[src/rtl/spi_slave.sv]
// SPI mode-0 responder: oversamples SCLK/CS/MOSI on clk, receives into rx_data and shifts a buffered tx byte onto MISO.
// Optional sticky rx_overrun flag when SPI_SLAVE_OVERRUN_EN is defined.
module spi_slave #(
    parameter int unsigned             DATA_WIDTH   = 8,
    parameter int unsigned             SYNC_STAGES  = 2,
    parameter logic [DATA_WIDTH-1:0]   TX_IDLE_BYTE = '0
) (
    input  logic                  clk,
    input  logic                  reset,
    input  logic                  sclk,
    input  logic                  cs,
    input  logic                  mosi,
    output logic                  miso,
    output logic                  miso_oe,
    input  logic [DATA_WIDTH-1:0] tx_data,
    input  logic                  tx_valid,
    output logic                  tx_ready,
    output logic [DATA_WIDTH-1:0] rx_data,
    output logic                  rx_valid,
    input  logic                  rx_ack,
`ifdef SPI_SLAVE_OVERRUN_EN
    output logic                  rx_overrun,
`endif
    output logic                  busy
);

    localparam int unsigned CNT_W = (DATA_WIDTH > 1) ? $clog2(DATA_WIDTH) : 1;

    typedef enum logic {IDLE = 1'b0, ACTIVE = 1'b1} state_t;

    state_t                  state_q, state_d;
    logic [SYNC_STAGES-1:0]  sclk_sync, cs_sync, mosi_sync;
    logic                    sclk_d, cs_d;
    logic [CNT_W-1:0]        bit_cnt_q, bit_cnt_d;
    logic                    byte_done_q, byte_done_d;
    logic [DATA_WIDTH-2:0]   rx_shift_q, rx_shift_d;
    logic [DATA_WIDTH-2:0]   tx_shift_q, tx_shift_d;
    logic [DATA_WIDTH-1:0]   tx_buf_q, tx_buf_d;
    logic                    tx_full_q, tx_full_d;
    logic                    miso_d, miso_oe_d;
    logic [DATA_WIDTH-1:0]   rx_data_d;
    logic                    rx_valid_d;
    logic                    ovr_q, ovr_d;

    logic sclk_s, cs_s, mosi_s;
    logic sclk_rise_c, sclk_fall_c, cs_rise_c, cs_fall_c;
    logic load_c, done_c;
    logic [DATA_WIDTH-1:0] load_byte_c, new_byte_c;

    assign sclk_s      = sclk_sync[SYNC_STAGES-1];
    assign cs_s        = cs_sync[SYNC_STAGES-1];
    assign mosi_s      = mosi_sync[SYNC_STAGES-1];
    assign sclk_rise_c = sclk_s & ~sclk_d;
    assign sclk_fall_c = ~sclk_s & sclk_d;
    assign cs_rise_c   = cs_s & ~cs_d;
    assign cs_fall_c   = ~cs_s & cs_d;

    assign tx_ready = ~tx_full_q;
    assign busy     = (state_q == ACTIVE);
`ifdef SPI_SLAVE_OVERRUN_EN
    assign rx_overrun = ovr_q;
`endif

    // Next-state and datapath decode
    always_comb begin
        state_d     = state_q;
        bit_cnt_d   = bit_cnt_q;
        byte_done_d = byte_done_q;
        rx_shift_d  = rx_shift_q;
        tx_shift_d  = tx_shift_q;
        tx_buf_d    = tx_buf_q;
        tx_full_d   = tx_full_q;
        miso_d      = miso;
        miso_oe_d   = miso_oe;
        rx_data_d   = rx_data;
        rx_valid_d  = rx_valid;
        ovr_d       = ovr_q;
        load_c      = 1'b0;
        done_c      = 1'b0;
        load_byte_c = tx_full_q ? tx_buf_q : TX_IDLE_BYTE;
        new_byte_c  = {rx_shift_q, mosi_s};

        case (state_q)
            IDLE: begin
                miso_d    = 1'b0;
                miso_oe_d = 1'b0;
                if (cs_fall_c) begin
                    load_c      = 1'b1;
                    state_d     = ACTIVE;
                    bit_cnt_d   = '0;
                    byte_done_d = 1'b0;
                    miso_oe_d   = 1'b1;
                end
            end
            ACTIVE: begin
                // cs release wins over a coincident sclk edge
                if (cs_rise_c) begin
                    state_d     = IDLE;
                    bit_cnt_d   = '0;
                    byte_done_d = 1'b0;
                    miso_d      = 1'b0;
                    miso_oe_d   = 1'b0;
                end else if (sclk_rise_c) begin
                    rx_shift_d = new_byte_c[DATA_WIDTH-2:0];
                    if (bit_cnt_q == CNT_W'(DATA_WIDTH - 1)) begin
                        bit_cnt_d   = '0;
                        byte_done_d = 1'b1;
                        done_c      = 1'b1;
                    end else begin
                        bit_cnt_d = bit_cnt_q + CNT_W'(1);
                    end
                end else if (sclk_fall_c) begin
                    if (byte_done_q) begin
                        load_c      = 1'b1;
                        byte_done_d = 1'b0;
                    end else begin
                        miso_d     = tx_shift_q[DATA_WIDTH-2];
                        tx_shift_d = {tx_shift_q[DATA_WIDTH-3:0], 1'b0};
                    end
                end
            end
            default: state_d = IDLE;
        endcase

        // Load consumes the old buffer; a same-cycle write refills it afterwards
        if (load_c) begin
            tx_shift_d = load_byte_c[DATA_WIDTH-2:0];
            miso_d     = load_byte_c[DATA_WIDTH-1];
            tx_full_d  = 1'b0;
        end
        if (tx_valid && !tx_full_q) begin
            tx_full_d = 1'b1;
            tx_buf_d  = tx_data;
        end

        if (rx_ack) begin
            rx_valid_d = 1'b0;
            ovr_d      = 1'b0;
        end
        if (done_c) begin
            rx_data_d  = new_byte_c;
            rx_valid_d = 1'b1;
            if (rx_valid && !rx_ack) begin
                ovr_d = 1'b1;
            end
        end
    end

    // Synchronisers, edge history and all state
    always_ff @(posedge clk) begin
        if (!reset) begin
            sclk_sync   <= '0;
            cs_sync     <= '1;
            mosi_sync   <= '0;
            sclk_d      <= 1'b0;
            cs_d        <= 1'b1;
            state_q     <= IDLE;
            bit_cnt_q   <= '0;
            byte_done_q <= 1'b0;
            rx_shift_q  <= '0;
            tx_shift_q  <= '0;
            tx_buf_q    <= '0;
            tx_full_q   <= 1'b0;
            miso        <= 1'b0;
            miso_oe     <= 1'b0;
            rx_data     <= '0;
            rx_valid    <= 1'b0;
            ovr_q       <= 1'b0;
        end else begin
            sclk_sync   <= {sclk_sync[SYNC_STAGES-2:0], sclk};
            cs_sync     <= {cs_sync[SYNC_STAGES-2:0], cs};
            mosi_sync   <= {mosi_sync[SYNC_STAGES-2:0], mosi};
            sclk_d      <= sclk_s;
            cs_d        <= cs_s;
            state_q     <= state_d;
            bit_cnt_q   <= bit_cnt_d;
            byte_done_q <= byte_done_d;
            rx_shift_q  <= rx_shift_d;
            tx_shift_q  <= tx_shift_d;
            tx_buf_q    <= tx_buf_d;
            tx_full_q   <= tx_full_d;
            miso        <= miso_d;
            miso_oe     <= miso_oe_d;
            rx_data     <= rx_data_d;
            rx_valid    <= rx_valid_d;
            ovr_q       <= ovr_d;
        end
    end

endmodule
[config.mk]
export PLATFORM = sky130hd
export DESIGN_NAME = spi_slave
export DESIGN_NICKNAME = d
export VERILOG_FILES = /design/src/rtl/spi_slave.sv
export SDC_FILE = /design/constraint.sdc
export NUM_CORES = 1
export LEC_CHECK = 0
export CORE_MARGIN = 1.5
export CORE_UTILIZATION = 56
export CTS_BUF_LIST = sky130_fd_sc_hd__clkbuf_8 sky130_fd_sc_hd__clkbuf_16
export DETAILED_ROUTE_END_ITERATION = 8
export GPL_TIMING_DRIVEN = 0
export PLACE_DENSITY = 0.82
export SYNTH_ARGS = -nofsm -noshare
export SYNTH_HDL_FRONTEND = slang
export SYNTH_SLANG_ARGS = --single-unit
[constraint.sdc]
create_clock -name clk -period 3.76 [get_ports clk]
set_input_delay 0.376 -clock clk [delete_from_list [all_inputs] [get_ports clk]]
set_output_delay 0.376 -clock clk [all_outputs]
set_load 0.02 [all_outputs]
* Word-level counts from Yosys, hierarchy flattened *
Index checks and enable logic that the tools add are counted.
W data, S select, Z words.

operators by class
  multipliers = 0
  add/sub/neg operators = 1
  magnitude comparators = 0
  reductions and logical operators = 11
  mux-type cells = 42
  bitwise logic cells = 11
  eq/ne operators = 12
  div/mod/pow operators = 0
  shifts and indexed selects = 0

operator list
  operator               count
  $mux W7                6
  $mux W1                25
  $mux W3                4
  $ne A4 B2 Y1 const B   3
  $pmux W1 S2            5
  $reduce_and A3 Y1      3
  $mux W8                1
  $ne A2 B1 Y1 const B   4
  $ne A4 B1 Y1 const B   2
  $reduce_bool A2 Y1     4
  $not A1 Y1             7
  $pmux W3 S2            1
  $reduce_and A5 Y1      1
  $and A1 B1 Y1          4
  $add A3 B1 Y3 const B  1
  $eq A3 B3 Y1 const B   1
  $ne A3 B1 Y1 const B   1
  $ne A2 B2 Y1 const B   1
  $reduce_and A2 Y1      1
  $logic_and A1 B1 Y1    1
  $logic_not A1 Y1       1

word-level totals
  memory bits (read-only) = 0
  bits of input ports = 15
  bits in writable memories = 0
  bits in latches = 0
  output and inout port bits = 13
  memories = 0
  bits in registers = 47
  logic and storage cells = 93

* Logic depth before layout (Yosys ltp) *
Gate-level depths: netlist of the first run.

  word-level depth = 8
  gate-level depth with buffers = 6
  gate-level depth less buffers = 5

* Least setup slack after synthesis of the first run *
OpenSTA, ideal clock, no wires.

  kind = flip-flop to flip-flop
  start = register state_q, in the netlist busy
  end = register tx_shift_q[1]
  setup time = 0.120 ns
  path buffers = 2
  cell stages (with the launch flop) = 6
  clock period less this slack = 1.402 ns
  required time = 3.640 ns
  arrival time = 1.282 ns
  slack = 2.358 ns
  cell sequence = dfxtp_1 buf_6 or3b_4 buf_2 a21oi_1 nor3_1

on the way
  word-level cells in the longest chain between the ends = 4
  elaborated cells on any way between the ends = 9
  those cells by class = 3 x eq/ne; 2 x mux; 1 x bitwise; 3 x reduce/logical

ends and longest elaborated chain
  item                                                                 line  source
  start: declaration                                                   31    state_t state_q, state_d;
  start signal: assignment                                             175   state_q <= state_d;
  $not A1 Y1                                                           n/a
  $pmux W1 S2                                                          83    case (state_q)
  $ne A2 B1 Y1 (no line) / $reduce_bool A2 Y1 (equally long branches)  n/a
  $reduce_and A5 Y1 (no line)                                          n/a
  end signal: assignment                                               179   tx_shift_q <= tx_shift_d;
  end: declaration                                                     37    logic [DATA_WIDTH-2:0] tx_shift_q, tx_shift_d;

Several ways; a longest one is shown, not always the timed one.
A chain may end at the register's enable or synchronous reset.

* Worst setup path after layout of the first run *
  start = register tx_full_q
  end = output port tx_ready

on the way
  word-level cells in the longest chain between the ends = 1

ends and longest elaborated chain
  item                      line  source
  start: declaration        39    logic tx_full_q, tx_full_d;
  start signal: assignment  181   tx_full_q <= tx_full_d;
  $not A1 Y1                58    assign tx_ready = ~tx_full_q;
  end: declaration          17    output logic tx_ready,

Every way passes these cells.

==> results of run 1 <==
==> where the power goes <==
part / switching (mW) / total, mW / internal (mW)
combinational: 0.0477 / 0.0869 / 0.0392
clock: 0.155 / 0.347 / 0.192
sequential: 0.0106 / 0.523 / 0.513
==> cell usage in the layout, fill, tap and decap left out, drive strengths merged, types with 5 or more instances in the layout <==
| master | instances |
|---|---|
| dfxtp | 47 |
| nand2 | 36 |
| a21oi | 28 |
| clkdlybuf4s50 | 26 |
| nand3 | 17 |
| nor2 | 15 |
| buf | 10 |
| o21ai | 9 |
| clkbuf | 8 |
| mux2i | 7 |
| o22ai | 7 |
| nand2b | 6 |
| nor3 | 6 |
| inv | 5 |
| and2 | 5 |
==> synthesized netlist by cell type (all sizes together) <==
cell / n
o22ai: 7
o21a: 1
inv: 4
a21oi: 28
ha: 2
and2b: 2
o21ai: 9
or3b: 2
a221oi: 1
or2b: 1
nor3: 6
nand2: 36
clkbuf: 3
nand2b: 6
buf: 10
nand4: 2
and2: 5
nor2: 15
nand3: 17
o221a: 1
nor2b: 2
a22o: 1
mux2i: 7
o31ai: 1
dfxtp: 47
or4: 1
==> routing by layer <==
metal	up-vias	wire, um	GRT usage
li1	811	-	-
met1	749	1868	0.2964
met2	36	1865	0.3994
met3	7	179	0.07249
met4	0	49	0.08075
met5	-	0	0
==> cell families after synthesis <==
kind of cell	after synthesis	share of synthesized area
AOI/OAI and AO/OA	49	0.1534
adders and majority gates	2	0.01339
buffers and inverters	17	0.04353
DFF	47	0.5037
muxes	7	0.03751
and+or+nand+nor	95	0.2485
==> registers in the layout, summed over array words and instances, names as in the netlist, 2 cells and up <==
register,cells
tx_shift_q,7
rx_shift_q,7
rx_data,8
tx_buf_q,8
sclk_sync,2
bit_cnt_q,3
mosi_sync,2
cs_sync,2
==> final cells by class <==
type / count / area (um2)
multi-input combinational: 153 / 845.8
clock buffer: 5 / 68.82
tap: 44 / 55.05
buffer: 13 / 66.31
inverter: 4 / 15.01
clock inverter: 2 / 33.78
sequential: 47 / 940.9
timing repair buffer: 26 / 260.3
fill: 258 / 817.0
==> stage by stage <==
step	power (mW)	area [um2]
finish	0.9575	2286
global route	0.9952	2286
CTS	0.9621	2286
detailed placement	0.6216	2183
global placement	0.6193	2183
floorplan	0.5869	1868
==> worst min path at each step <==
stage / start / to / slack [ns]
2_1_floorplan: cs_sync[0] / cs_sync[1] / 0.39
3_3_place_gp: cs_sync[0] / cs_sync[1] / 0.39
3_5_place_dp: cs_sync[0] / cs_sync[1] / 0.40
4_1_cts: reset / cs_sync[1] / 0.36
5_1_grt: reset / cs_sync[0] / 0.37
6_report: reset / cs_sync[1] / 0.35
==> impl_metrics.ini, run 1 <==
[outcome]
run_status = completed

[clock_tree]
ctsRootBufferMaster = clkbuf_8
clockBufferDepth = 2
worst_skew_pair.late_latency_ns = 0.29
cts-buffers-inserted = 5
postCtsSetupBuffers = 0
ctsHtreeMaxLevel = 2
cts_resized = 0
cts_num_sinks = 47
clk_slew_on_worst_s_h_paths_ns = 0.08
cts.hold.buffers_added = 0
tritoncts = built

[floorplan]
start_util = 0.6020
chipWidth_um = 60.76
placeableCoreArea_um2 = 3103
fp.dieH_um = 60.76
dieArea_um2 = 3691
floorplan.io_pins = 28
row_count = 20

[synth]
synth.avg_cell_area_um2 = 8.608
synth.top_cell.area_share = 0.5037
synth_seq_area_share = 0.5037
syn_area_um2 = 1868
ys_top_cells_by_area = dfxtp_1, a21oi_1, nand2_1
synth_warnings = 0
synth_nets = 234
ys_ff_latch = 47
yosysUniqueCellTypes = 33
netlist.top_cell.by_area = dfxtp_1
synth_cells = 217

[worst_setup_path]
start_kind = flop
critical_path.reg2reg.startpoint = bit_cnt_q[0]
critPathTopFamily = buffers and inverters
critPathMaxStageDelay_ns = 0.55
critical_path_cell_count = 2
reg2reg_slack_ns = 2.12
critical_path.endpoint_type = output pin
cp_num_buf_inv = 2
worst_ep_arrival_time_ns = 1.41
r2r_end = rx_data[3]
path_class = flop to output pin
critPathRequiredTime_ns = 3.38
timing.critical_path.to = tx_ready
timing.critical_path.cells = inv_1 -> clkdlybuf4s50_1
r2r_cells = 6
worstPathMaxFanout = 7
crit_slowest_cell = clkdlybuf4s50_1
crit_path_start = tx_full_q

[pwr]
irDropWorstVdd_mv = 0.3644
power.density_nw_per_um2 = 418.8
leakage_dissipation_nw = 0.8788

[sta]
timing_hold_violations_final = 0
setup_tns_ns = 0
clock_skew_ns = 0.003709
number_of_pins_with_negative_max_slew_slack_in_the_final_report = 0
max-slew-margin-rel = 0.6481
finalSetupViolations = 0
whs_ns = 0.3535
grt_setup_unrepaired = no
max_freq_mhz = 561.3
setup_slack_ns = 1.978
timing.final.crit_share = 0.4739
shortest_clock_period_the_worst_path_allows_after_layout_ns = 1.782
worst_slew_pin_slew_ns = 0.5278

[route]
routed_wire_length_per_instance_um = 13.48
vias = 1603
drt-initial-drc-count = 104
route.final.wire_length_mm = 3.962
drc = 0
detail_route.first_pass.iterations = 4
antenna_left = 0
post_drt_via_cell_ratio = 5.452

[placed_design]
placement.io_buffers = 26
dp_slack_ns = 2.091
gp_routability_congestion = 0.8456
dp.final_hpwl_mm = 2.724
placed_cells_incl_taps = 287

[global_route]
grt_pass1_vias = 1467
grt_first_pass_wirelength_mm = 6.506
antenna_violations_before_repair = 0
track_usage = 0.2397
grt_start_max_net_pins = 14
globalRouteOverflowTotal = 0

[hold_path]
hold_path.class = primary input to flop
whs_path_depth = 2

[cells_and_area]
antenna-diode-count = 0
final_nets = 267
finish.utilization = 0.7367
post_route_cells_drive_above_1_share = 0.07200
area_delta_synth_final_pct = 22.37
layout.cells.non_filler = 294

[flow_run]
cap_viol_max_count = 0
(Power assumes the default switching activity.)
==> run 2: changes to the inputs <==
--- a/config.mk
+++ b/config.mk
@@ -6,11 +6,11 @@
 export NUM_CORES = 1
 export LEC_CHECK = 0
 export CORE_MARGIN = 1.5
-export CORE_UTILIZATION = 56
+export CORE_UTILIZATION = 47
 export CTS_BUF_LIST = sky130_fd_sc_hd__clkbuf_8 sky130_fd_sc_hd__clkbuf_16
 export DETAILED_ROUTE_END_ITERATION = 8
 export GPL_TIMING_DRIVEN = 0
-export PLACE_DENSITY = 0.82
+export PLACE_DENSITY = 0.74
 export SYNTH_ARGS = -nofsm -noshare
 export SYNTH_HDL_FRONTEND = slang
 export SYNTH_SLANG_ARGS = --single-unit
==> constraint.sdc (replaced) <==
create_clock -name clk -period 1.6 [get_ports clk]
set_input_delay 0.16 -clock clk [delete_from_list [all_inputs] [get_ports clk]]
set_output_delay 0.16 -clock clk [all_outputs]
set_load 0.02 [all_outputs]
==> run 2 against run 1 <==
Compared with the run above: critical path depth did not move; worst hold slack got worse by 0.22 ns; clock skew rose by 0.0011 ns; total power rose by 120%; clock-buffer cell count rose by 1; setup slack got worse by 1.9 ns; critical endpoint unchanged; highest routed layer unchanged.
==> impl_metrics.ini, run 2 (same netlist as run 1, synthesis figures left out) <==
[floorplan]
dieArea_um2 = 4362
fp.dieH_um = 66.05
placeableCoreArea_um2 = 3744
row_count = 22
chipWidth_um = 66.05
start_util = 0.4990
floorplan.io_pins = 28

[worst_setup_path]
timing.critical_path.to = tx_ready
path_class = flop to output pin
r2r_cells = 4
critical_path.endpoint_type = output pin
worst_ep_arrival_time_ns = 1.38
critPathRequiredTime_ns = 1.44
critical_path.reg2reg.startpoint = bit_cnt_q[0]
crit_path_start = tx_full_q
reg2reg_slack_ns = 0.15
start_kind = flop
worstPathMaxFanout = 7
r2r_end = bit_cnt_q[0]

[sta]
timing.final.crit_share = 0.9600
max-slew-margin-rel = 0.6195
max_freq_mhz = 651.0
finalSetupViolations = 0
clock_skew_ns = 0.004810
shortest_clock_period_the_worst_path_allows_after_layout_ns = 1.536
grt_setup_unrepaired = no
worst_slew_pin_slew_ns = 0.5707
timing_hold_violations_final = 0
number_of_pins_with_negative_max_slew_slack_in_the_final_report = 0

[pwr]
irDropWorstVdd_mv = 0.8047
leakage_dissipation_nw = 0.8749
power.density_nw_per_um2 = 941.5

[global_route]
grt_pass1_vias = 1482
track_usage = 0.2015
antenna_violations_before_repair = 0
grt_start_max_net_pins = 14
grt_first_pass_wirelength_mm = 6.755
globalRouteOverflowTotal = 0

[clock_tree]
clockBufferDepth = 2
worst_skew_pair.late_latency_ns = 0.30
cts-buffers-inserted = 5
cts_num_sinks = 47
clk_slew_on_worst_s_h_paths_ns = 0.08
ctsHtreeMaxLevel = 2
tritoncts = built
cts.hold.buffers_added = 0
ctsRootBufferMaster = clkbuf_8

[cells_and_area]
sequential_cell_area_um2 = 942.2
post_route_cells_drive_above_1_share = 0.08367
mostFrequentLayoutCells = dfxtp_1, nand2_1, a21oi_1
filler_cell_count = 354
final_common_cell = dfxtp_1
layout.cells.non_filler = 299
finish.utilization = 0.6103
largestRegisters = rx_data: 8 flops, tx_buf_q: 8 flops
multi_input_comb_area_um2 = 845.8
final_nets = 268
area_delta_synth_final_pct = 22.30
antenna-diode-count = 0

[route]
drt-initial-drc-count = 154
vias = 1599
antenna_left = 0
drc = 0
detail_route.first_pass.iterations = 4
route.final.wire_length_mm = 3.985
routed_wire_length_per_instance_um = 13.33
post_drt_via_cell_ratio = 5.348

[placed_design]
dp.final_hpwl_mm = 2.721
placed_cells_incl_taps = 291
gp_routability_congestion = 0.7993
placement.io_buffers = 26

[hold_path]
min_from = reset
hold_path.class = primary input to flop

[flow_run]
cap_viol_max_count = 0

[outcome]
run_status = completed
==> run 2: timing repair <==
action	4_1_cts	5_1_grt
gates resized for setup	1	0
buffers inserted	1	0
setup endpoints to repair	2	0
==> run 2: area by class of cell <==
cell class	count	share of cell area
clock inverter	1	0.002191
sequential	47	0.4124
tap	48	0.02629
clock buffer	6	0.03614
buffer	13	0.02903
timing repair buffer	27	0.1172
inverter	4	0.006572
multi-input combinational	153	0.3702
==> run 2: through the flow <==
stage	cell area, um2	setup TNS, ns	worst slack (ns)	total power [mW]	hold slack, ns
2_1_floorplan	1868	0	0.1978	1.379	0.2615
3_5_place_dp	2188	-0.004124	-0.004124	1.462	0.3928
6_report	2285	0	0.06395	2.151	0.1380
4_1_cts	2285	0	0.04871	2.162	0.1366
5_1_grt	2285	0	0.01733	2.234	0.1553
3_3_place_gp	2188	-0.007119	-0.007119	1.457	0.3919
==> run 2: power by group <==
part           total [mW]  switching, mW  internal (mW)
Combinational       0.203          0.111         0.0920
Sequential           1.23         0.0275           1.21
Clock               0.715          0.375          0.339
Total                2.15          0.513           1.64
==> run 2: how the worst min path moves through the flow <==
stage / end / slack [ns] / depth (start not counted)
after detailed placement: cs_sync[1] / 0.39 / 1
after floorplan: cs_sync[0] / 0.26 / 1
after CTS: cs_sync[0] / 0.14 / 2
final: cs_sync[0] / 0.14 / 2
after global routing: cs_d / 0.16 / 2
after global placement: cs_sync[1] / 0.39 / 1
==> run 2: critical path, cell delays in order, from the launching register on <==
cell             delay, ns
dfxtp_2               0.36
inv_1                 0.11
clkdlybuf4s50_1       0.61
==> run 2: layer usage <==
| layer | up-vias | global-route usage | share of wire |
|---|---|---|---|
| met5 | - | 0 | 0 |
| met4 | 0 | 0.07143 | 0.013 |
| met3 | 7 | 0.04600 | 0.042 |
| met2 | 39 | 0.3245 | 0.46 |
| met1 | 746 | 0.2650 | 0.48 |
| li1 | 807 | - | - |
==> run 3: changes to the inputs <==
--- a/config.mk
+++ b/config.mk
@@ -5,6 +5,7 @@
 export SDC_FILE = /design/constraint.sdc
 export NUM_CORES = 1
 export LEC_CHECK = 0
+export CORE_ASPECT_RATIO = 2
 export CORE_MARGIN = 1.5
 export CORE_UTILIZATION = 47
 export CTS_BUF_LIST = sky130_fd_sc_hd__clkbuf_8 sky130_fd_sc_hd__clkbuf_16
==> run 3 against run 2 <==
Compared with the run above: clock power rose by 6.3%; non-clock buffer count stayed put; utilization decreased by 1.2 points; global-route usage grew 1.3 points; final area increased by 0.71%; setup slack gained 0.010 ns; critical path depth unchanged; combinational power is essentially flat; total power grew 2.1%; critical path type unchanged; highest routed layer unchanged.
==> impl_metrics.ini, run 3 (same netlist as run 1, synthesis figures left out) <==
[route]
detail_route.first_pass.iterations = 4
routed_wire_length_per_instance_um = 13.43
antenna_left = 0
route.final.wire_length_mm = 4.068
post_drt_via_cell_ratio = 5.224
drt-initial-drc-count = 35
vias = 1583
drc = 0

[global_route]
grt_first_pass_wirelength_mm = 6.734
antenna_violations_before_repair = 0
grt_start_max_net_pins = 14
globalRouteOverflowTotal = 0
track_usage = 0.2149
grt_pass1_vias = 1548

[floorplan]
chipWidth_um = 47.58
fp.dieH_um = 92.16
dieArea_um2 = 4385
placeableCoreArea_um2 = 3844
row_count = 32
floorplan.io_pins = 28
start_util = 0.4860

[pwr]
leakage_dissipation_nw = 0.8835
irDropWorstVdd_mv = 0.7729
power.density_nw_per_um2 = 954.0

[cells_and_area]
layout.cells.non_filler = 303
filler_cell_count = 373
sequential_cell_area_um2 = 942.2
post_route_cells_drive_above_1_share = 0.08333
mostFrequentLayoutCells = dfxtp_1, nand2_1, a21oi_1
multi_input_comb_area_um2 = 845.8
largestRegisters = rx_data: 8 flops, tx_buf_q: 8 flops
final_common_cell = dfxtp_1
area_delta_synth_final_pct = 23.17
final_nets = 268
antenna-diode-count = 0

[worst_setup_path]
timing.critical_path.cells = inv_1 -> clkdlybuf4s50_1
path_class = flop to output pin
critPathRequiredTime_ns = 1.44
cp_num_buf_inv = 2
worstPathMaxFanout = 7
critical_path.endpoint_type = output pin
reg2reg_slack_ns = 0.16
start_kind = flop
crit_slowest_cell = clkdlybuf4s50_1
critPathMaxStageDelay_ns = 0.61
worst_ep_arrival_time_ns = 1.37
critPathTopFamily = buffers and inverters

[clock_tree]
ctsHtreeMaxLevel = 2
cts-buffers-inserted = 5
clockBufferDepth = 2
ctsRootBufferMaster = clkbuf_8
cts_num_sinks = 47
tritoncts = built
worst_skew_pair.late_latency_ns = 0.30
clk_slew_on_worst_s_h_paths_ns = 0.08

[sta]
timing.final.crit_share = 0.9536
finalSetupViolations = 0
number_of_pins_with_negative_max_slew_slack_in_the_final_report = 0
max_freq_mhz = 655.4
max-slew-margin-rel = 0.6431
shortest_clock_period_the_worst_path_allows_after_layout_ns = 1.526
grt_setup_unrepaired = no
clock_skew_ns = 0.004834
worst_slew_pin_slew_ns = 0.5354
timing_hold_violations_final = 0
whs_ns = 0.1345

[flow_run]
cap_viol_max_count = 0

[placed_design]
dp.final_hpwl_mm = 3.074
placed_cells_incl_taps = 294
gp_routability_congestion = 0.7876
placement.io_buffers = 26

[outcome]
run_status = completed

[hold_path]
hold_path.class = primary input to flop
==> run 3: cell types whose count changed in the layout (fill, tap and decap cells not counted), sizes merged <==
cell    delta
clkbuf     +1
clkinv     -1
inv        +1
==> run 3: area by class of cell <==
cell class / instances / area share
plain buffers: 13 / 0.02882
clock buffers: 7 / 0.04187
clock inverters: 1 / 0.001631
inverters: 4 / 0.006525
multi-input cells: 153 / 0.3676
flip-flops and latches: 47 / 0.4095
well taps: 51 / 0.02773
repair buffers: 27 / 0.1164
==> run 3: where the power goes <==
| part | internal (mW) | switching (mW) | leakage [nW] |
|---|---|---|---|
| clock | 0.388 | 0.372 | 0.0557 |
| sequential | 1.21 | 0.0262 | 0.383 |
| combinational | 0.0921 | 0.111 | 0.445 |
==> run 3: final timing paths <==
path / startpoint / endpoint / cells past startpoint
setup reg to reg: bit_cnt_q[0] / bit_cnt_q[0] / 4
hold / removal: reset / cs_d / 2
hold reg to reg: cs_sync[0] / cs_sync[1] / 1
setup / recovery: tx_full_q / tx_ready / 2
==> run 3: timing repair <==
| action | in CTS | in global routing |
|---|---|---|
| gates resized for setup | 0 | 1 |
| hold buffers | 0 | 0 |
| buffers inserted | 1 | 0 |
| endpoints found under the setup margin | 8 | 1 |
| pin swaps | 1 | 0 |
==> run 3: layer usage <==
layer | wire length (um) | track usage
met5 | 0 | 0
met4 | 139 | 0.1126
met3 | 104 | 0.04134
met2 | 2304 | 0.3829
met1 | 1520 | 0.2129
==> run 3: stage by stage <==
step | power, mW | area, um2 | setup TNS [ns] | setup WS [ns] | utilization
3_5_place_dp | 1.464 | 2192 | -0.1144 | -0.05693 | 0.5703
5_1_grt | 2.286 | 2301 | 0 | 0.02616 | 0.5986
4_1_cts | 2.212 | 2300 | 0 | 0.01769 | 0.5983
2_1_floorplan | 1.379 | 1868 | 0 | 0.1978 | -
6_report | 2.195 | 2301 | 0 | 0.07425 | 0.5986
3_3_place_gp | 1.459 | 2192 | -0.04511 | -0.04511 | 0.5703
==> run 3: worst register-to-register path, cell delays in order, from the launching register on <==
cell and delay (ns):
dfxtp_1 0.33, ha_1 0.20, ha_1 0.22, or4_1 0.51, a21oi_1 0.12
